===== src/rtl/sad_min_select_if.sv =====
// rtl/sad_min_select_if.sv - candidate SAD stream in, best motion vector result out
interface sad_min_select_if #(
  parameter int SAD_WIDTH = 16,
  parameter int MV_WIDTH  = 5
);
  logic                        sad_start;
  logic                        sad_valid;
  logic [SAD_WIDTH-1:0]        sad_in;
  logic                        busy;
  logic                        result_valid;
  logic [SAD_WIDTH-1:0]        best_sad;
  logic signed [MV_WIDTH-1:0]  best_mv_x;
  logic signed [MV_WIDTH-1:0]  best_mv_y;

  modport master (
    output sad_start, sad_valid, sad_in,
    input  busy, result_valid, best_sad, best_mv_x, best_mv_y
  );

  modport slave (
    input  sad_start, sad_valid, sad_in,
    output busy, result_valid, best_sad, best_mv_x, best_mv_y
  );
endinterface


===== src/rtl/sad_min_select.sv =====
// rtl/sad_min_select.sv - minimum-SAD tracker over a raster-ordered search window
module sad_min_select #(
  parameter int SAD_WIDTH = 16,
  parameter int GRID_W    = 16,
  parameter int GRID_H    = 16,
  parameter int MV_WIDTH  = 5
) (
  input  logic            clk,
  input  logic            rst_n,
  sad_min_select_if.slave bus
);

  localparam int CW = (GRID_W > 1) ? $clog2(GRID_W) : 1;
  localparam int RW = (GRID_H > 1) ? $clog2(GRID_H) : 1;

  localparam logic [1:0] ST_IDLE   = 2'd0;
  localparam logic [1:0] ST_SEARCH = 2'd1;
  localparam logic [1:0] ST_DONE   = 2'd2;

  localparam logic [CW-1:0]       COL_LAST = CW'(GRID_W - 1);
  localparam logic [RW-1:0]       ROW_LAST = RW'(GRID_H - 1);
  localparam logic [MV_WIDTH-1:0] HALF_W   = MV_WIDTH'(GRID_W / 2);
  localparam logic [MV_WIDTH-1:0] HALF_H   = MV_WIDTH'(GRID_H / 2);

  logic [1:0]           state_q,     state_d;
  logic [SAD_WIDTH-1:0] min_q,       min_d;
  logic [CW-1:0]        min_col_q,   min_col_d;
  logic [RW-1:0]        min_row_q,   min_row_d;
  logic [CW-1:0]        col_q,       col_d;
  logic [RW-1:0]        row_q,       row_d;
  logic [SAD_WIDTH-1:0] best_sad_q,  best_sad_d;
  logic [MV_WIDTH-1:0]  best_mv_x_q, best_mv_x_d;
  logic [MV_WIDTH-1:0]  best_mv_y_q, best_mv_y_d;

  // A start in the same cycle as a valid makes that candidate (0,0) of the new
  // block, so the search context is taken from the cleared values, not the regs.
  logic [CW-1:0]        cur_col, cur_min_col, new_col;
  logic [RW-1:0]        cur_row, cur_min_row, new_row;
  logic [SAD_WIDTH-1:0] cur_min, new_min;
  logic                 accept, first, take, col_last, last;

  always_comb begin
    cur_col     = bus.sad_start ? '0 : col_q;
    cur_row     = bus.sad_start ? '0 : row_q;
    cur_min     = bus.sad_start ? '1 : min_q;
    cur_min_col = bus.sad_start ? '0 : min_col_q;
    cur_min_row = bus.sad_start ? '0 : min_row_q;

    accept   = bus.sad_valid && (bus.sad_start || (state_q == ST_SEARCH));
    first    = (cur_col == '0) && (cur_row == '0);
    // Strict compare keeps the earliest candidate on ties; the first candidate
    // always loads so an all-ones SAD still yields position (0,0).
    take     = accept && (first || (bus.sad_in < cur_min));
    col_last = (cur_col == COL_LAST);
    last     = accept && col_last && (cur_row == ROW_LAST);

    new_min  = take ? bus.sad_in : cur_min;
    new_col  = take ? cur_col    : cur_min_col;
    new_row  = take ? cur_row    : cur_min_row;
  end

  always_comb begin
    state_d     = state_q;
    min_d       = min_q;
    min_col_d   = min_col_q;
    min_row_d   = min_row_q;
    col_d       = col_q;
    row_d       = row_q;
    best_sad_d  = best_sad_q;
    best_mv_x_d = best_mv_x_q;
    best_mv_y_d = best_mv_y_q;

    case (state_q)
      ST_IDLE:   state_d = ST_IDLE;
      ST_SEARCH: state_d = ST_SEARCH;
      ST_DONE:   state_d = ST_IDLE;
      default:   state_d = ST_IDLE;
    endcase

    if (bus.sad_start) begin
      state_d   = ST_SEARCH;
      min_d     = '1;
      min_col_d = '0;
      min_row_d = '0;
      col_d     = '0;
      row_d     = '0;
    end

    if (accept) begin
      min_d     = new_min;
      min_col_d = new_col;
      min_row_d = new_row;
      if (last) begin
        state_d     = ST_DONE;
        col_d       = '0;
        row_d       = '0;
        best_sad_d  = new_min;
        best_mv_x_d = MV_WIDTH'(new_col) - HALF_W;
        best_mv_y_d = MV_WIDTH'(new_row) - HALF_H;
      end else if (col_last) begin
        col_d = '0;
        row_d = cur_row + RW'(1);
      end else begin
        col_d = cur_col + CW'(1);
        row_d = cur_row;
      end
    end
  end

  always_ff @(posedge clk) begin
    if (!rst_n) begin
      state_q     <= ST_IDLE;
      min_q       <= '1;
      min_col_q   <= '0;
      min_row_q   <= '0;
      col_q       <= '0;
      row_q       <= '0;
      best_sad_q  <= '0;
      best_mv_x_q <= '0;
      best_mv_y_q <= '0;
    end else begin
      state_q     <= state_d;
      min_q       <= min_d;
      min_col_q   <= min_col_d;
      min_row_q   <= min_row_d;
      col_q       <= col_d;
      row_q       <= row_d;
      best_sad_q  <= best_sad_d;
      best_mv_x_q <= best_mv_x_d;
      best_mv_y_q <= best_mv_y_d;
    end
  end

  assign bus.busy         = (state_q == ST_SEARCH);
  assign bus.result_valid = (state_q == ST_DONE);
  assign bus.best_sad     = best_sad_q;
  assign bus.best_mv_x    = best_mv_x_q;
  assign bus.best_mv_y    = best_mv_y_q;

endmodule

===== src/flat_wrapper.sv =====
// flat-port wrapper written by rule: the top's interface ports become plain ports
module sad_min_select_flat 
#(
  parameter int SAD_WIDTH = 16,
  parameter int GRID_W    = 16,
  parameter int GRID_H    = 16,
  parameter int MV_WIDTH  = 5
)
  (clk, rst_n, bus_sad_start, bus_sad_valid, bus_sad_in, bus_busy, bus_result_valid, bus_best_sad, bus_best_mv_x, bus_best_mv_y);
  sad_min_select_if #(.SAD_WIDTH(SAD_WIDTH), .MV_WIDTH(MV_WIDTH)) bus_i ();
  input  logic clk;
  input  logic rst_n;
  input wire logic [$bits(bus_i.sad_start)-1:0] bus_sad_start;
  input wire logic [$bits(bus_i.sad_valid)-1:0] bus_sad_valid;
  input wire logic [$bits(bus_i.sad_in)-1:0] bus_sad_in;
  output wire logic [$bits(bus_i.busy)-1:0] bus_busy;
  output wire logic [$bits(bus_i.result_valid)-1:0] bus_result_valid;
  output wire logic [$bits(bus_i.best_sad)-1:0] bus_best_sad;
  output wire logic [$bits(bus_i.best_mv_x)-1:0] bus_best_mv_x;
  output wire logic [$bits(bus_i.best_mv_y)-1:0] bus_best_mv_y;
  assign bus_i.sad_start = bus_sad_start;
  assign bus_i.sad_valid = bus_sad_valid;
  assign bus_i.sad_in = bus_sad_in;
  assign bus_busy = bus_i.busy;
  assign bus_result_valid = bus_i.result_valid;
  assign bus_best_sad = bus_i.best_sad;
  assign bus_best_mv_x = bus_i.best_mv_x;
  assign bus_best_mv_y = bus_i.best_mv_y;
  sad_min_select #(.SAD_WIDTH(SAD_WIDTH), .GRID_W(GRID_W), .GRID_H(GRID_H), .MV_WIDTH(MV_WIDTH)) u_core (.clk(clk), .rst_n(rst_n), .bus(bus_i));
endmodule

===== config.mk =====
export PLATFORM = sky130hd
export DESIGN_NAME = sad_min_select_flat
export DESIGN_NICKNAME = d
export VERILOG_FILES = /design/src/rtl/sad_min_select_if.sv /design/src/rtl/sad_min_select.sv /design/src/flat_wrapper.sv
export SDC_FILE = /design/constraint.sdc
export NUM_CORES = 1
export LEC_CHECK = 0
export CORE_MARGIN = 4
export CORE_UTILIZATION = 57
export CTS_CLUSTER_DIAMETER = 120
export DETAILED_ROUTE_END_ITERATION = 12
export PLACE_DENSITY = 0.82
export SLEW_MARGIN = 20
export SYNTH_ARGS = -nofsm -noshare
export SYNTH_HDL_FRONTEND = slang
export SYNTH_SLANG_ARGS = --single-unit
export TNS_END_PERCENT = 30

===== constraint.sdc =====
create_clock -name clk -period 8.9 [get_ports clk]
set_input_delay 1.78 -clock clk [delete_from_list [all_inputs] [get_ports clk]]
set_output_delay 1.78 -clock clk [all_outputs]
set_load 0.02 [all_outputs]

# Word-level counts from Yosys, hierarchy flattened
# Index checks and enable logic that the tools add are counted.
dict set report word_totals {
  reg_bits 60
  output_inout_bits 28
  wordCells 49
}
dict set report op_classes {
  n_mux 21
  order_cmp 1
  eq_ne 4
  reduce_logical 10
  n_addsub 4
}
# op n
set ops {}
lappend ops {{4-bit two-way mux} 14}
lappend ops {{16-bit two-way mux} 3}
lappend ops {{16-bit < comparator} 1}
lappend ops {{4-bit by 4-bit subtractor with 5-bit output, second input constant} 2}
lappend ops {{4-bit by 1-bit adder with 4-bit output, second input constant} 2}
lappend ops {{4-bit == test, second input constant} 2}
lappend ops {{4-bit zero test} 2}
lappend ops {{1-bit logical AND} 5}
lappend ops {{2-bit two-way mux} 2}
lappend ops {{2-bit by 1-bit == test with 1-bit output, second input constant} 1}
lappend ops {{2-bit == test, second input constant} 1}
lappend ops {{1-bit logical OR} 2}
lappend ops {{1-bit two-way mux} 2}
lappend ops {{2-bit AND reduction} 1}

# Longest topological paths before layout
# Gate-level depths: netlist of run 1.
dict set report logic_depth {
  depth_word 7
  depth_mapped 13
  ltp_nobuf 9
}

# Worst setup path after synthesis of run 1
# No wires, ideal clock.
dict set report synth_path {
  path_kind {in2reg}
  from {input bus_sad_start}
  to {register u_core.best_sad_q[12], in the netlist u_core.bus.best_sad[12]}
  required_ns 8.783
  path_stages 10
  arrival_ns 3.897
  setup_time_ns 0.117
  n_path_buf 3
  slack_ns 4.886
  path_cell_list {buf_4 -> clkbuf_1 -> nor2_1 -> ha_1 -> a41oi_1 -> o221ai_1 -> o211a_1 -> buf_6 -> or3_1 -> a32o_1}
}
dict set report synth_between {
  elab_chain_cells 6
}
# element line
set synth_rtl {}
lappend synth_rtl {{start, declared} flat_wrapper.sv:13} ;# input wire logic [$bits(bus_i.sad_start)-1:0] bus_sad_start;
lappend synth_rtl {{branches (longest 6 deep; another with 16-bit < comparator)} -}
lappend synth_rtl {{end signal, assigned} sad_min_select.sv:128} ;# best_sad_q <= best_sad_d;
lappend synth_rtl {{end, declared} sad_min_select.sv:31} ;# logic [SAD_WIDTH-1:0] best_sad_q, best_sad_d;
# Parallel ways; which one is timed is not known.
# A chain may end at the register's enable or synchronous reset.

# Worst setup path after layout of run 1
dict set report layout_path {
  from {input bus_sad_start}
  to {register u_core.best_mv_x_q[1], in the netlist u_core.bus.best_mv_x[1]}
}
dict set report layout_between {
  elab_chain_cells 7
}
# element line
set layout_rtl {}
lappend layout_rtl {{branches (longest 7 deep; another with 16-bit < comparator)} -}
lappend layout_rtl {{end signal, assigned} sad_min_select.sv:129} ;# best_mv_x_q <= best_mv_x_d;
lappend layout_rtl {{end, declared} sad_min_select.sv:32} ;# logic [MV_WIDTH-1:0] best_mv_x_q, best_mv_x_d;
# Parallel ways; which one is timed is not known.

==> qor.txt, run 1 <==
Non-Filler Instances -> 450
CTS root buf -> clkbuf_8
cell count after synthesis -> 344
1st-iter DRT viols -> 228
DRT Wirelength -> 7.219 mm
core area -> 4848 um^2
sequential-to-total area share from yosys stat -> 39.52%
post-synth top area cell -> dfxtp_1
Slowest-stage cell, CP -> nand2b_1
CTS tree -> done
GR Overflow Total -> 0
P&R area growth vs syn -> 21.98%
number of setup buffers added after CTS -> 0
initial antenna violation count -> 0
met1 Track Usage GR -> 31.34%
Tot Pwr -> 0.5733 mW
Pre-antenna DRT Iters -> 6
Post-CTS Hold Fix Bufs -> 0
fin crit period -> 5182 ps
vias in the first global route -> 2704
CTS HTree Levels -> 3
number of CTS-inserted buffers -> 9
Inst Count DP -> 435
largest net degree at the start of global routing -> 47
share of the synthesized area in the top cell type -> 39.52%
Std-Cell Rows -> 25
Die X -> 79.79 um
pre-CTS WS -> 3446 ps
CTS clock-pin slew for the worst setup and hold paths -> 70 ps
clock latency on the worst-skew pair -> 340 ps
RSZ-0062 raised after global routing -> false
Sum Neg Setup Slack -> 0 ps
Synthesized Nets -> 383
Slew Viols, Final -> 0
async set-reset flop share out of synthesis -> 0%
Fillers -> 384
Total GRT Usage -> 24.83%
CTS sink count -> 58
Avg Inst Size Synth -> 8.540 um^2
I/O pin count -> 48
Final WS setup -> 3718 ps
routability congestion estimate -> 0.8743
Pwr per Cell Area -> 160.0 nW/um^2
Post-Syn Area -> 2938 um^2
met2 Use GR -> 40.82%
Pleak -> 1.361 nW
top cells by area, synth -> dfxtp_1 (40%), ha_1 (8.1%), nand3_1 (6.3%)
HPWL after DPL -> 4.712 mm
Setup CP Type -> input pin to flop
vias -> 2706
Port Buffers -> 47
worst r2r src -> u_core.row_q[0]
Final Cycle Share -> 58.23%
Fin Clk Skew -> 7.743 ps
grt peak-use layer -> met2
YS warnings -> 0
Post-synth EDFFs -> 0
DR DRC count -> 0
Slew HR -> 32.52%
Worst EP required -> 9160 ps
min-delay worst type -> flop to flop
Critical Path AT -> 5440 ps
commonest cells in the synthesized netlist -> dfxtp_1 (58), nand3_1 (37), o21ai_0 (31), nor2_1 (26), ha_1 (19)
first-pass GRT wire length -> 12.45 mm
crit start category -> input pin
CTS-repair resized insts -> 0
Die H -> 79.79 um
flops & latches, synth -> 58
Worst Tran Pin Value -> 1009 ps
FMAX -> 193.0 MHz
WL/cell -> 16.04 um
cell with the most instances after synthesis -> dfxtp_1
area of the die -> 6366 um^2
vias per inst -> 6.013
critical path, cell by cell -> clkdlybuf4s50_1, buf_4, nor2_1, ha_1, nand3_1, a21boi_0, o21a_1, nand2b_1, o21ai_0, a31oi_1
Setup Viol. Count Final -> 0
post-synth cell types -> 41
Final #Nets -> 418
min-delay src -> u_core.bus.best_sad[15]
Max Buffers Root-to-Sink -> 2
reg2reg setup slack -> 5690 ps
layout cells sized above 1 -> 6.005%
met3 usage -> 7.111%
Hold Violations, Final -> 0
Initial Utilization -> 60.59%
Synth Flop Type -> dfxtp_1
Antenna Cells -> 0
fin util -> 73.91%
CP endpoint kind -> flop
CP startpoint -> bus_sad_start
worst vdd ir -> 0.1023 mV
Critical Path Fanout Max -> 46
antenna-violating nets left -> 0
MaxCap Viol Count -> 0
biggest cell delay along the critical path -> 860 ps
status -> finished clean
[routing by layer]
layer,vias up,share of wire [%]
met4,0,0.91
met5,-,0
met3,6,6.1
met2,101,47
met1,1268,46
li1,1331,-
[cell type report]
type,count,area [um^2],share of cell area (%)
multi-input combinational,250,1597,44.55
sequential,58,1161,32.40
timing repair buffer,52,508.0,14.18
clock buffer,13,168.9,4.714
tap,67,83.83,2.339
clock inverter,2,35.03,0.9777
inverter,8,30.03,0.8380
[worst max-delay path, delay by kind of cell]
kind	cells	cell delay, ps
fa+ha+maj	1	340
buf+inv	2	840
simple gates	3	1070
compound gates	4	1390
[metrics by stage]
| step | cell area [um^2] | hold WS [ps] |
|---|---|---|
| floorplan | 2938 | 444.3 |
| finish | 3583 | 466.4 |
| global route | 3583 | 487.5 |
| global placement | 3379 | 435.5 |
| detailed placement | 3379 | 450.0 |
| CTS | 3583 | 467.3 |
[worst paths after layout]
path / endpoint / cells after the start
max: u_core.bus.best_mv_x[1] / 10
min: u_core.bus.best_sad[15] / 2
max reg2reg: u_core.bus.best_mv_x[1] / 8
min reg2reg: u_core.bus.best_sad[15] / 2
[registers in the layout, summed over array words and instances, names as in the netlist]
name / cells
u_core.min_row_q: 4
u_core.bus.best_mv_y: 4
u_core.min_q: 16
u_core.min_col_q: 4
u_core.bus.best_sad: 16
u_core.row_q: 4
u_core.state_q: 2
u_core.col_q: 4
u_core.bus.best_mv_x: 4
[layout by cell type (no fill, tap or decap), types with 2 or more instances in the layout]
cell,synthesis,layout
a211o_1,4,4
a21boi_0,5,5
a21oi_1,17,17
a22o_1,2,2
a31oi_1,6,6
a32o_1,12,12
and2_1,4,4
buf_4,6,5
clkbuf_8,0,12
clkdlybuf4s50_1,0,47
dfxtp_1,58,58
ha_1,19,19
inv_1,8,8
nand2_1,13,13
nand2b_1,7,7
nand3_1,37,37
nand4_1,3,3
nor2_1,26,26
nor2b_1,9,9
nor3_1,5,5
nor3_2,2,2
o211a_1,2,2
o211ai_1,2,2
o21ai_0,31,31
o22ai_1,13,13
o31ai_1,4,4
or3_1,12,12
xnor2_1,4,4
[cell families (layout without fill, tap and decap cells)]
logic type | Yosys count | after routing | synth area share (%)
buffers and inverters | 36 | 75 | 6.133
AOI/OAI and AO/OA | 106 | 106 | 24.02
xor gates and xnor gates | 5 | 5 | 1.491
DFF | 58 | 58 | 39.52
and+or+nand+nor | 120 | 120 | 20.74
adders and majority gates | 19 | 19 | 8.092
[report_power, final]
group	total, mW	internal, mW	switching (mW)
Clock	0.252	0.150	0.102
Combinational	0.0534	0.0223	0.0311
Sequential	0.267	0.265	0.00250
Total	0.573	0.437	0.136
No activity file was read; power rests on OpenSTA's default activity.
==> run 2: changes to the inputs <==
- CORE_UTILIZATION: 57 -> 53
- PLACE_DENSITY: 0.82 -> 0.77
- clock period: 8.9 -> 5.1 ns (I/O delays scaled with it)
==> qor.txt, run 2 (synthesis results as in run 1) <==
status -> finished clean
Setup CP Type -> input pin to flop
min-delay worst type -> flop to flop
Final Cycle Share -> 77.28%
core area -> 5238 um^2
Pleak -> 1.392 nW
initial antenna violation count -> 0
number of CTS-inserted buffers -> 9
CTS sink count -> 58
most common cell after layout, fill and taps aside -> dfxtp_1
Switching Fraction -> 24.27%
RSZ-0062 raised after global routing -> false
Die H -> 82.45 um
Non-Filler Instances -> 461
GR Overflow Total -> 0
antenna-violating nets left -> 0
first-pass GRT wire length -> 12.45 mm
DR DRC count -> 0
Sum Neg Setup Slack -> 0 ps
Slew HR -> 45.04%
Antenna Cells -> 0
Setup Viol. Count Final -> 0
WL/cell -> 16.52 um
CP endpoint kind -> flop
Fillers -> 438
Critical Path Fanout Max -> 28
Worst EP required -> 5350 ps
number of setup buffers added after CTS -> 0
met3 wire length -> 461 um
routability congestion estimate -> 0.8778
Worst Tran Pin Value -> 820.9 ps
Post-CTS Hold Fix Bufs -> 0
layout cells sized above 1 -> 7.417%
Port Buffers -> 47
vias in the first global route -> 2630
WL met2 -> 3.742 mm
Comb pwr share -> 9.7%
Die X -> 82.45 um
Total GRT Usage -> 24.37%
P&R area growth vs syn -> 23.68%
MaxCap Viol Count -> 0
CTS-repair resized insts -> 0
Initial Utilization -> 56.09%
Max Buffers Root-to-Sink -> 2
Min-Delay Path Depth -> 2
crit start category -> input pin
CTS tree -> done
FMAX -> 253.7 MHz
Critical Path AT -> 4190 ps
1st-iter DRT viols -> 159
CTS clock-pin slew for the worst setup and hold paths -> 60 ps
clock share of power -> 43.5%
Std-Cell Rows -> 26
largest net degree at the start of global routing -> 30
vias per inst -> 5.989
CTS HTree Levels -> 3
reg2reg path depth -> 9
worst vdd ir -> 0.2221 mV
sequential fraction of design power -> 46.8%
clock latency on the worst-skew pair -> 340 ps
Slew Viols, Final -> 0
I/O pin count -> 48
Fin Clk Skew -> 4.800 ps
fin crit period -> 3941 ps
top sig layer -> met4
Tot Pwr -> 0.9976 mW
vias -> 2761
Hold Violations, Final -> 0
Pwr per Cell Area -> 274.6 nW/um^2
CTS root buf -> clkbuf_8
most frequent cells in the layout -> dfxtp_1 (58), clkdlybuf4s50_1 (47), nand3_1 (37), o21ai_0 (31), nor2_1 (26)
area of the die -> 6798 um^2
Inst Count DP -> 445
Final #Nets -> 425
DRT met1 WL -> 3.270 mm
Int Pwr -> 0.7555 mW
Pre-antenna DRT Iters -> 4
DRT Wirelength -> 7.615 mm
HPWL after DPL -> 5.196 mm
Switch Pwr -> 0.2421 mW
run 2: cell count changes in the layout (fill, tap and decap cells not counted):
| cell | before | now |
|---|---|---|
| buf_4 | 5 | 12 |
| clkbuf_1 | 1 | 3 |
| clkbuf_8 | 12 | 11 |
run 2: final cells by class:
cell class	instances	area (um^2)	area share [%]
clock inverter	2	35.03	0.9642
inverter	8	30.03	0.8264
clock buffer	14	162.7	4.477
tap	70	87.58	2.410
sequential	58	1161	31.96
multi-input combinational	250	1597	43.94
timing repair buffer	59	560.5	15.43
run 2: power groups by stage:
stage / Sequential (mW) / Combinational [mW] / Clock (mW)
3_3_place_gp: 0.476 / 0.0932 / 0
6_report: 0.467 / 0.0970 / 0.434
5_1_grt: 0.467 / 0.107 / 0.457
4_1_cts: 0.467 / 0.0961 / 0.436
3_5_place_dp: 0.477 / 0.0944 / 0
2_1_floorplan: 0.476 / 0.0583 / 0
run 2: metrics by stage:
stage	setup slack, ps	util, %	cell area, um^2	hold WS, ps
2_1_floorplan	1846	-	2938	444.3
3_3_place_gp	951.3	65.60	3436	442.2
3_5_place_dp	820.9	65.60	3436	447.4
4_1_cts	1181	69.37	3633	461.4
5_1_grt	884.8	69.37	3633	483.4
6_report	1159	69.37	3633	459.2
run 2: worst max-delay path, cell delays in order:
cell	delay, ps
clkdlybuf4s50_1	450
buf_4	280
nor2_1	110
ha_1	320
a21oi_1	150
a21boi_0	140
o21a_1	350
buf_4	230
nor2_1	540
a21boi_0	280
o31ai_1	310
run 2: final timing paths:
check	start	to	slack [ps]
hold / removal	u_core.bus.best_sad[15]	u_core.bus.best_sad[15]	460
setup reg to reg	u_core.min_q[14]	u_core.bus.best_sad[13]	2310
hold reg to reg	u_core.bus.best_sad[15]	u_core.bus.best_sad[15]	460
setup / recovery	bus_sad_start	u_core.bus.best_sad[13]	1160
run 2: per-layer routing:
metal / vias to the layer above / GRT usage [%]
met3: 17 / 6.725
met5: - / 0
met1: 1288 / 29.85
li1: 1347 / -
met2: 109 / 40.46
met4: 0 / 9.302
==> run 3: changes to the inputs <==
- CORE_UTILIZATION: 53 -> 48
- PLACE_DENSITY: 0.77 -> 0.74
- clock period: 5.1 -> 3.5 ns (I/O delays scaled with it)
==> qor.txt, run 3 (synthesis results as in run 1) <==
worst vdd ir -> 0.2125 mV
Slew HR -> 61.18%
Slew Viols, Final -> 0
register area -> 1161 um^2
1st-iter DRT viols -> 172
routability congestion estimate -> 0.8504
CTS clock-pin slew for the worst setup and hold paths -> 60 ps
Initial Utilization -> 49.62%
Crit path max-delay family -> compound AO/OA/AOI/OAI gates
Worst Hold Slack -> 455.7 ps
Min-Delay Path Depth -> 2
vias in the first global route -> 2758
area of the die -> 7436 um^2
Post-CTS Hold Fix Bufs -> 0
met2 Use GR -> 34.90%
Std-Cell Rows -> 28
vias -> 2817
CTS HTree Levels -> 3
Critical Path AT -> 3300 ps
first-pass GRT wire length -> 12.85 mm
cell mode on critical path -> buf_12
grt peak-use layer -> met2
most frequent cells in the layout -> dfxtp_1 (58), clkdlybuf4s50_1 (47), nand3_1 (37), o21ai_0 (31), nor2_1 (26)
Fillers -> 535
Final Cycle Share -> 87.47%
antenna-violating nets left -> 0
largest net degree at the start of global routing -> 31
Critical Path Fanout Max -> 30
Worst EP required -> 3740 ps
Sum Neg Setup Slack -> 0 ps
Hold Violations, Final -> 0
Antenna Cells -> 0
Non-Filler Instances -> 477
number of setup buffers added after CTS -> 0
CP endpoint kind -> flop
Pwr per Cell Area -> 388.6 nW/um^2
DR DRC count -> 0
met1 Track Usage GR -> 28.44%
layout cells sized above 1 -> 9.950%
Worst Tran Pin Value -> 580.5 ps
most common cell after layout, fill and taps aside -> dfxtp_1
clock latency on the worst-skew pair -> 340 ps
biggest cell delay along the critical path -> 500 ps
Pleak -> 1.455 nW
CTS-repair resized insts -> 0
CTS tree -> done
met3 usage -> 3.042%
Multi-input gate area -> 1597 um^2
DRT Wirelength -> 7.740 mm
Total GRT Usage -> 21.74%
Max Buffers Root-to-Sink -> 2
initial antenna violation count -> 0
min-delay worst type -> flop to flop
WL/cell -> 16.23 um
GR Overflow Total -> 0
status -> finished clean
I/O pin count -> 48
Fin Clk Skew -> 6.823 ps
Die X -> 86.24 um
fin crit period -> 3061 ps
core area -> 5921 um^2
RSZ-0062 raised after global routing -> false
Setup Viol. Count Final -> 0
Port Buffers -> 47
Inst Count DP -> 461
Setup CP Type -> input pin to flop
Die H -> 86.24 um
Slowest-stage cell, CP -> clkdlybuf4s50_1
P&R area growth vs syn -> 27.98%
FMAX -> 326.6 MHz
fin util -> 63.50%
crit start category -> input pin
Final #Nets -> 436
HPWL after DPL -> 5.397 mm
number of CTS-inserted buffers -> 9
reg2reg path depth -> 8
CTS root buf -> clkbuf_8
critical path, cell by cell -> clkdlybuf4s50_1, buf_12, nor2_1, ha_1, a41oi_1, o221ai_1, o211a_1, buf_12, or3_1, a32o_1
CTS sink count -> 58
Pre-antenna DRT Iters -> 5
MaxCap Viol Count -> 0
Buf+Inv Stages, Crit Path -> 3
reg2reg setup slack -> 1150 ps
WP depth -> 10
vias per inst -> 5.906
run 3: path summary, 6_finish.rpt:
check                                             start                      end
worst min register to register  u_core.bus.best_sad[14]  u_core.bus.best_sad[14]
worst max register to register          u_core.min_q[6]   u_core.bus.best_sad[5]
worst max-delay path                      bus_sad_start   u_core.bus.best_sad[5]
worst min-delay path            u_core.bus.best_sad[14]  u_core.bus.best_sad[14]
run 3: tightest hold or removal path: stages (launching register included):
cell	delay, ps
dfxtp_1	310
nand2_1	50
o31ai_1	50
run 3: metrics by stage:
step	instance area, um^2	worst slack [ps]	power (mW)
5_1_grt	3760	258.4	1.509
6_report	3760	438.6	1.461
4_1_cts	3760	455.2	1.466
3_3_place_gp	3562	152.4	0.8382
3_5_place_dp	3562	95.39	0.8422
2_1_floorplan	2938	565.5	0.7780
run 3: cell type report:
cell class	instances	share of cell area [%]
multi-input combinational	250	42.46
clock inverter	2	0.9318
timing repair buffer	70	18.10
tap	75	2.496
sequential	58	30.88
clock buffer	14	4.326
inverter	8	0.7987
run 3: power breakdown:
group / internal (mW) / switching, mW / leakage (nW) / total (mW)
Clock: 0.368 / 0.262 / 0.101 / 0.630
Combinational: 0.0659 / 0.0842 / 0.883 / 0.150
Sequential: 0.674 / 0.00746 / 0.471 / 0.681
Total: 1.11 / 0.354 / 1.45 / 1.46
run 3: metal layers:
metal	up-vias	share of wire (%)	routed length, um
met4	0	1.9	150
met2	71	48	3719
met3	14	4.4	339
met1	1364	46	3530
li1	1368	-	-
met5	-	0	0
